`src/rtl/cpu_host_bridge_if.sv`:
```
// Host-side command/response handshake bundle for the CPU host bridge.
// The master drives commands and accepts responses; the slave is the bridge.
interface cpu_host_bridge_if;
  logic        cmd_valid;
  logic        cmd_ready;
  logic [3:0]  cmd_opcode;
  logic [15:0] cmd_operand;
  logic        rsp_valid;
  logic        rsp_ready;
  logic [15:0] rsp_result;
  logic        rsp_carry;
  logic        rsp_sign;
  logic        rsp_overflow;

  modport master (
    output cmd_valid, cmd_opcode, cmd_operand, rsp_ready,
    input  cmd_ready, rsp_valid, rsp_result, rsp_carry, rsp_sign, rsp_overflow
  );

  modport slave (
    input  cmd_valid, cmd_opcode, cmd_operand, rsp_ready,
    output cmd_ready, rsp_valid, rsp_result, rsp_carry, rsp_sign, rsp_overflow
  );
endinterface

```
`src/rtl/cpu_host_bridge.sv`:
```
// Drives a host command to the CPU core as a held instruction word, then
// reassembles the core's byte-serial result (high byte first) plus flags.
module cpu_host_bridge #(
  parameter int unsigned HOLD_CYCLES = 3,
  parameter logic [3:0]  IDLE_OPCODE = 4'h0
) (
  input  logic               clk,
  input  logic               rst_n,
  cpu_host_bridge_if.slave   host,
  output logic [19:0]        cpu_data_in,
  input  logic [7:0]         cpu_data_out,
  input  logic               cpu_flag_carry,
  input  logic               cpu_flag_sign,
  input  logic               cpu_flag_overflow,
  output logic               busy,
  output logic [7:0]         txn_count
);

  localparam int unsigned CNT_W  = 8;
  localparam int unsigned WORD_W = 20;
  localparam logic [WORD_W-1:0] IDLE_WORD = {IDLE_OPCODE, 16'h0000};

  typedef enum logic [2:0] {
    IDLE   = 3'd0,
    DRIVE  = 3'd1,
    CAP_HI = 3'd2,
    CAP_LO = 3'd3,
    RESP   = 3'd4
  } state_t;

  state_t             state_q;
  state_t             state_d;
  logic [CNT_W-1:0]   cnt_q;
  logic               rsp_valid_q;
  logic [15:0]        rsp_result_q;
  logic               rsp_carry_q;
  logic               rsp_sign_q;
  logic               rsp_overflow_q;

  assign host.cmd_ready    = (state_q == IDLE);
  assign busy              = (state_q != IDLE);
  assign host.rsp_valid    = rsp_valid_q;
  assign host.rsp_result   = rsp_result_q;
  assign host.rsp_carry    = rsp_carry_q;
  assign host.rsp_sign     = rsp_sign_q;
  assign host.rsp_overflow = rsp_overflow_q;

  // State register
  always_ff @(posedge clk or negedge rst_n) begin
    if (!rst_n) state_q <= IDLE;
    else        state_q <= state_d;
  end

  // Next-state logic
  always_comb begin
    state_d = state_q;
    case (state_q)
      IDLE:    if (host.cmd_valid) state_d = DRIVE;
      DRIVE:   if (cnt_q == '0) state_d = CAP_HI;
      CAP_HI:  state_d = CAP_LO;
      CAP_LO:  state_d = RESP;
      RESP:    if (host.rsp_ready) state_d = IDLE;
      default: state_d = IDLE;
    endcase
  end

  // Instruction word, hold counter, result capture and handshake bookkeeping
  always_ff @(posedge clk or negedge rst_n) begin
    if (!rst_n) begin
      cpu_data_in    <= IDLE_WORD;
      cnt_q          <= '0;
      rsp_valid_q    <= 1'b0;
      rsp_result_q   <= '0;
      rsp_carry_q    <= 1'b0;
      rsp_sign_q     <= 1'b0;
      rsp_overflow_q <= 1'b0;
      txn_count      <= '0;
    end else begin
      case (state_q)
        IDLE: begin
          if (host.cmd_valid) begin
            cpu_data_in <= {host.cmd_opcode, host.cmd_operand};
            cnt_q       <= CNT_W'(HOLD_CYCLES - 1);
          end
        end
        DRIVE: begin
          if (cnt_q != '0) cnt_q <= cnt_q - CNT_W'(1);
        end
        CAP_HI: begin
          rsp_result_q[15:8] <= cpu_data_out;
        end
        CAP_LO: begin
          rsp_result_q[7:0] <= cpu_data_out;
          rsp_carry_q       <= cpu_flag_carry;
          rsp_sign_q        <= cpu_flag_sign;
          rsp_overflow_q    <= cpu_flag_overflow;
          rsp_valid_q       <= 1'b1;
          cpu_data_in       <= IDLE_WORD;
        end
        RESP: begin
          if (host.rsp_ready) begin
            rsp_valid_q <= 1'b0;
            txn_count   <= txn_count + CNT_W'(1);
          end
        end
        default: ;
      endcase
    end
  end

endmodule

```
`src/flat_wrapper.sv`:
```
// flat-port wrapper written by rule: the top's interface ports become plain ports
module cpu_host_bridge_flat 
#(
  parameter int unsigned HOLD_CYCLES = 3,
  parameter logic [3:0]  IDLE_OPCODE = 4'h0
)
  (clk, rst_n, cpu_data_in, cpu_data_out, cpu_flag_carry, cpu_flag_sign, cpu_flag_overflow, busy, txn_count, host_cmd_valid, host_cmd_opcode, host_cmd_operand, host_rsp_ready, host_cmd_ready, host_rsp_valid, host_rsp_result, host_rsp_carry, host_rsp_sign, host_rsp_overflow);
  cpu_host_bridge_if host_i ();
  input  logic clk;
  input  logic rst_n;
  output logic [19:0] cpu_data_in;
  input  logic [7:0] cpu_data_out;
  input  logic cpu_flag_carry;
  input  logic cpu_flag_sign;
  input  logic cpu_flag_overflow;
  output logic busy;
  output logic [7:0] txn_count;
  input wire logic [$bits(host_i.cmd_valid)-1:0] host_cmd_valid;
  input wire logic [$bits(host_i.cmd_opcode)-1:0] host_cmd_opcode;
  input wire logic [$bits(host_i.cmd_operand)-1:0] host_cmd_operand;
  input wire logic [$bits(host_i.rsp_ready)-1:0] host_rsp_ready;
  output wire logic [$bits(host_i.cmd_ready)-1:0] host_cmd_ready;
  output wire logic [$bits(host_i.rsp_valid)-1:0] host_rsp_valid;
  output wire logic [$bits(host_i.rsp_result)-1:0] host_rsp_result;
  output wire logic [$bits(host_i.rsp_carry)-1:0] host_rsp_carry;
  output wire logic [$bits(host_i.rsp_sign)-1:0] host_rsp_sign;
  output wire logic [$bits(host_i.rsp_overflow)-1:0] host_rsp_overflow;
  assign host_i.cmd_valid = host_cmd_valid;
  assign host_i.cmd_opcode = host_cmd_opcode;
  assign host_i.cmd_operand = host_cmd_operand;
  assign host_i.rsp_ready = host_rsp_ready;
  assign host_cmd_ready = host_i.cmd_ready;
  assign host_rsp_valid = host_i.rsp_valid;
  assign host_rsp_result = host_i.rsp_result;
  assign host_rsp_carry = host_i.rsp_carry;
  assign host_rsp_sign = host_i.rsp_sign;
  assign host_rsp_overflow = host_i.rsp_overflow;
  cpu_host_bridge #(.HOLD_CYCLES(HOLD_CYCLES), .IDLE_OPCODE(IDLE_OPCODE)) u_core (.clk(clk), .rst_n(rst_n), .host(host_i), .cpu_data_in(cpu_data_in), .cpu_data_out(cpu_data_out), .cpu_flag_carry(cpu_flag_carry), .cpu_flag_sign(cpu_flag_sign), .cpu_flag_overflow(cpu_flag_overflow), .busy(busy), .txn_count(txn_count));
endmodule
```
`config.mk`:
```
export PLATFORM = sky130hd
export DESIGN_NAME = cpu_host_bridge_flat
export DESIGN_NICKNAME = d
export VERILOG_FILES = /design/src/rtl/cpu_host_bridge_if.sv /design/src/rtl/cpu_host_bridge.sv /design/src/flat_wrapper.sv
export SDC_FILE = /design/constraint.sdc
export NUM_CORES = 1
export LEC_CHECK = 0
export CAP_MARGIN = 20
export CORE_ASPECT_RATIO = 1.4
export CORE_UTILIZATION = 45
export DETAILED_ROUTE_END_ITERATION = 7
export PLACE_DENSITY = 0.83
export SYNTH_ARGS = -nofsm -noshare
export SYNTH_HDL_FRONTEND = slang
export SYNTH_SLANG_ARGS = --single-unit
```
`constraint.sdc`:
```
create_clock -name clk -period 2 [get_ports clk]
set_input_delay 0.3 -clock clk [delete_from_list [all_inputs] [get_ports clk]]
set_output_delay 0.3 -clock clk [all_outputs]
set_load 0.005 [all_outputs]
```
==> impl_metrics.yaml, run 1 <==
cts:
  htree_levels: 3
  cts_buffers: 9
  cts_tree: "yes"
  clock_latency_ps: 340
  clock-sinks: 59
  cts.clk_slew.worst_paths_ps: 70
  cts_root_buf: "clkbuf_8"
  clockBufferDepth: 2
grt:
  grt_overflow_total: 0
  track_usage_pct: 22.12
  first_global_vias: 2047
  antenna_found_initial: 0
  grt_pass1_wl_um: 9763
  grt_max_degree: 60
final_layout:
  ff_latch_area_um2: 1480
  area_growth_pct: 47.35
  diodes: 0
  final_nets: 369
  final_util_pct: 68.43
  multi_input_area_um2: 1022
  fill_cells: 422
  final_cells: 403
  final_layout_size_suffix_gt1_share_pct: 19.70
floorplan:
  chipWidth_um: 65.59
  fp.dieH_um: 91.03
  ios: 85
  row_count: 32
  core_area_um2: 5485
  start_util_pct: 46.44
  fp.dieArea_um2: 5970
placed_design:
  port_buffers: 84
  pre_cts_ws_ps: 44.14
  place_inst: 383
  dp_hpwl_um: 4084
  routabilityCongestion: 0.8937
timing:
  holdWs_ps: 464.9
  maxSlewHeadroom_pct: 61.60
  rsz0062_at_grt: "no"
  finalHoldViolations: 0
  tightestPinTransition_ps: 570.7
  drv_slew: 0
  max_freq_mhz: 533.1
  setup_viol: 0
  finalWorstSetupSlack_ps: 124.3
  tns_ps: 0
  min_period_over_period_pct: 93.79
  period_needed_ps: 1876
  finClkSkew_ps: 10.56
route:
  wl_per_cell_um: 14.58
  dr.pass1.iters: 4
  drt-initial-drc-count: 57
  viasPerCell: 5.243
  drc: 0
  vias: 2113
  drtAntennaViolNets: 0
  wirelength_um: 5877
run:
  drv_cap: 0
yosys:
  syn_area_per_cell_um2: 11.12
  synth_area_leaders: "dfrtp_1, mux2_2, nand2_1"
  synth_commonest_cells: "dfrtp_1, nand2_1, nand3_1, mux2_2"
  synth_largest_area_cell: "dfrtp_1"
  synth_edf_count: 0
  ys_types: 38
  synth_top_area_share_pct: 57.96
  syn_nets: 267
  syn_inst: 229
  ys_seq_area_share_pct: 57.96
  async_flop_share_pct: 100.0
  yosys_warnings: 0
  yosysMostFrequentCell: "dfrtp_1"
  synth_area_um2: 2547
  ys.flop_type: "dfrtp_1"
  synth_seq_cells: 59
min_path:
  hold_path_class: "reg -> reg"
  hp-start: "u_core.txn_count[7]"
setup_path:
  r2r-start: "u_core.cnt_q[0]"
  crit_slowest_cell: "clkdlybuf4s50_1"
  startpoint: "u_core.state_q[2]"
  worstSetupStartpointType: "register"
  cp_cell_sequence: "or3_4, clkdlybuf4s50_1"
  required_ps: 1700
  crit_path_end_kind: "output port"
  crit_arrival_ps: 1580
  cpPeakStageDelay_ps: 450
  critPathKind: "reg -> out"
  crit_path_max_fanout: 2
power:
  powerDensity_nw_per_um2: 1472
  p_leak_nw: 1.724
  vdd_drop_max_mv: 0.8086
run_status:
  status: "complete, no violations"
layout make-up:
| class | count | share of cell area (%) |
|---|---|---|
| Sequential cell | 59 | 39.43 |
| Clock inverter | 5 | 0.8333 |
| Tap cell | 68 | 2.267 |
| Clock buffer | 10 | 3.400 |
| Timing Repair Buffer | 103 | 26.53 |
| Multi-Input combinational cell | 155 | 27.23 |
| Inverter | 3 | 0.3000 |
per-layer routing:
layer / GRT usage [%] / share of wire [%]
met2: 35.14 / 52
met3: 6.156 / 4.8
met4: 12.86 / 3.0
met5: 0 / 0
met1: 26.24 / 40
flip-flops by register name, summed over array words and instances, names as in the netlist:
signal,flops
u_core.host.rsp_sign,1
u_core.host.rsp_carry,1
u_core.cnt_q,8
u_core.txn_count,8
u_core.host.rsp_valid,1
u_core.host.rsp_overflow,1
u_core.state_q,3
u_core.cpu_data_in,20
u_core.host.rsp_result,16
worst max-delay path, delay by kind of cell (launching register included):
kind / cells / cell delay [ps]
flip-flops: 1 / 400
AND/OR/NAND/NOR: 1 / 380
buffers and inverters: 1 / 450
stage by stage:
stage                     power [W]  cell area (µm²)
final                      0.005526             3754
after global routing       0.005908             3754
after CTS                  0.005536             3730
after detailed placement   0.004571             3542
after global placement     0.004474             3542
after floorplan            0.003203             2547
cell families (layout without fill, tap and decap cells):
| logic type | count (synthesis) | after routing | synth area share, % |
|---|---|---|---|
| buffers and inverters | 15 | 121 | 2.505 |
| multiplexers | 24 | 24 | 10.36 |
| adder cells (fa/ha/maj) | 3 | 3 | 1.474 |
| AO/OA/AOI/OAI | 14 | 14 | 3.586 |
| AND/OR/NAND/NOR | 107 | 107 | 21.71 |
| flip-flops | 59 | 59 | 57.96 |
| XOR/XNOR | 7 | 7 | 2.407 |
path summary, 6_finish.rpt:
path,to,slack [ps],cells past startpoint
max in group asynchronous,u_core.state_q[1],1210,3
max reg2reg,u_core.cnt_q[4],130,6
max,busy,120,2
min reg2reg,u_core.txn_count[7],460,1
min,u_core.txn_count[7],460,1
min in group asynchronous,u_core.host.rsp_result[4],490,3
report_power, final:
| part | total, W | switching, W | internal [W] | leakage (nW) |
|---|---|---|---|---|
| sequential | 0.00203 | 0.000329 | 0.00170 | 0.736 |
| combinational | 0.00260 | 0.00104 | 0.00156 | 0.906 |
| clock | 0.000900 | 0.000463 | 0.000437 | 0.0819 |
placed cells by master, fill, tap and decap left out, types with 3 or more instances in the layout:
master,instances
nor2_1,4
buf_4,17
clkbuf_8,9
xnor2_1,4
inv_1,3
nand3_1,23
ha_1,3
nand4_1,3
dfrtp_1,56
o21ai_0,3
xor2_1,3
mux2_2,19
mux2i_1,5
nand2_1,53
dfrtp_2,3
clkdlybuf4s50_1,82
a21oi_1,5
clkinv_2,3
repair_timing:
item                       CTS  global route
setup endpoints to repair    2             2
gates resized for setup      3             3
hold endpoints to repair    59             0
hold buffers                 1             0
setup buffers                2             2
(Power assumes the default switching activity.)
==> inputs of run 2 (changes only) <==
Settings changed: CORE_UTILIZATION 45 to 49, MAX_ROUTING_LAYER from default to met4, PLACE_DENSITY 0.83 to 0.89.
Clock period 2 ns to 2.3 ns, I/O delays scaled along.
==> impl_metrics.yaml, run 2 (same netlist as run 1, synthesis figures left out) <==
run_status:
  status: "complete, no violations"
final_layout:
  final_layout_size_suffix_gt1_share_pct: 15.53
  largest_reg_flops: 20
  final_common_cell: "clkdlybuf4s50_1"
  area_growth_pct: 44.11
  layout_common_cells: "clkdlybuf4s50_1, dfrtp_1, nand2_1"
  fill_cells: 331
  diodes: 0
  final_cells: 386
  final_nets: 356
  regMostFlops: "u_core.cpu_data_in"
grt:
  grt_overflow_total: 0
  antenna_found_initial: 0
  track_usage_pct: 23.77
  grt_max_degree: 60
  first_global_vias: 2060
  grt_pass1_wl_um: 9459
setup_path:
  worstRegToRegCells: 5
  reg2reg_to: "u_core.cnt_q[4]"
  startpoint: "u_core.state_q[1]"
  critPathKind: "reg -> out"
  r2r_slack_ps: 350
  worstSetupStartpointType: "register"
  r2r-start: "u_core.cnt_q[0]"
  crit_arrival_ps: 1840
  required_ps: 1960
  crit_path_end_kind: "output port"
  crit_path_max_fanout: 14
timing:
  maxSlewHeadroom_pct: 45.58
  holdWs_ps: 149.5
  max_freq_mhz: 457.0
  period_needed_ps: 2188
  finalHoldViolations: 0
  tns_ps: 0
  drv_slew: 0
  tightestPinTransition_ps: 808.9
  setup_viol: 0
  finClkSkew_ps: 6.461
  min_period_over_period_pct: 95.14
  rsz0062_at_grt: "no"
min_path:
  hold_path_class: "in -> async"
power:
  swShare_pct: 32.31
  p_int_w: 0.003306
  vdd_drop_max_mv: 0.7334
  power_frac_comb_pct: 42.3
  p_sw_w: 0.001578
  clock_power_share_pct: 20.5
  p_leak_nw: 1.674
  p_total_w: 0.004885
  powerDensity_nw_per_um2: 1331
  power_frac_seq_pct: 37.1
placed_design:
  routabilityCongestion: 0.8944
  port_buffers: 84
  dp_hpwl_um: 3987
  place_inst: 371
cts:
  htree_levels: 3
  clock_latency_ps: 340
  clock-sinks: 59
  hold_buffers: 0
  cts_root_buf: "clkbuf_8"
  cts.clk_slew.worst_paths_ps: 60
  cts_resized: 0
  cts_buffers: 9
  clockBufferDepth: 2
  cts_tree: "yes"
  post_cts_buffers: 0
route:
  vias: 2028
  wl_per_cell_um: 15.30
  viasPerCell: 5.254
  wirelength_um: 5904
  drtAntennaViolNets: 0
  dr.pass1.iters: 4
  drc: 0
  drt-initial-drc-count: 89
floorplan:
  ios: 85
  row_count: 30
  fp.dieArea_um2: 5496
  chipWidth_um: 62.94
  core_area_um2: 4917
  start_util_pct: 51.81
  fp.dieH_um: 87.32
run:
  drv_cap: 0
[run 2: changes by cell type in the layout (fill, tap and decap cells not counted), sizes merged]
cell	delta
dlygate4sd3	-1
clkinvlp	-1
clkinv	-1
clkdlybuf4s50	+1
buf	-12
dlymetal6s2s	-1
bufinv	+2
[run 2: worst max-delay path by stage]
stage	to	cells past startpoint
floorplan	u_core.cnt_q[6]	3
global placement	u_core.cnt_q[4]	4
detailed placement	u_core.cpu_data_in[8]	4
CTS	host_cmd_ready	3
global route	host_cmd_ready	3
finish	host_cmd_ready	3
[run 2: metal layers]
| layer | vias up | wire length (µm) | global-route usage (%) |
|---|---|---|---|
| li1 | 960 | - | - |
| met1 | 996 | 2353 | 25.77 |
| met2 | 60 | 3199 | 40.08 |
| met3 | 12 | 260 | 6.806 |
| met4 | 0 | 90 | 10.99 |
| met5 | - | 0 | - |
[run 2: layout make-up]
type	count	area [µm²]	share of cell area, %
clock buffers	10	127.6	3.476
clock inverters	5	78.83	2.147
inverters	3	11.26	0.3067
multi-input cells	155	1016	27.68
flip-flops and latches	59	1476	40.22
well taps	64	80.08	2.181
repair buffers	90	880.8	23.99
[run 2: power by group through the flow]
| stage | registers, W | clock network, W | logic [W] |
|---|---|---|---|
| global placement | 0.00179 | 0 | 0.00200 |
| CTS | 0.00181 | 0.00102 | 0.00209 |
| detailed placement | 0.00181 | 0 | 0.00207 |
| global route | 0.00187 | 0.00107 | 0.00225 |
| finish | 0.00181 | 0.00100 | 0.00207 |
| floorplan | 0.00176 | 0 | 0.00103 |
[run 2: stage by stage]
stage | worst slack, ps | utilization [%] | area (µm²)
finish | 111.9 | 74.66 | 3671
global route | 36.41 | 74.66 | 3671
CTS | 113.3 | 74.66 | 3671
detailed placement | 181.0 | 70.46 | 3465
global placement | 183.0 | 70.46 | 3465
floorplan | 654.9 | - | 2547
[run 2: critical path: stages, from the launching register on]
cell and delay [ps]:
dfrtp_1 520, or3_1 430, inv_1 60, clkdlybuf4s50_1 490
==> inputs of run 3 (changes only) <==
Settings changed: CTS_CLUSTER_DIAMETER from default to 100, SLEW_MARGIN from default to 20.
==> results of run 3 <==
The final DEF is identical to that of run 2; final timing and power are the same.
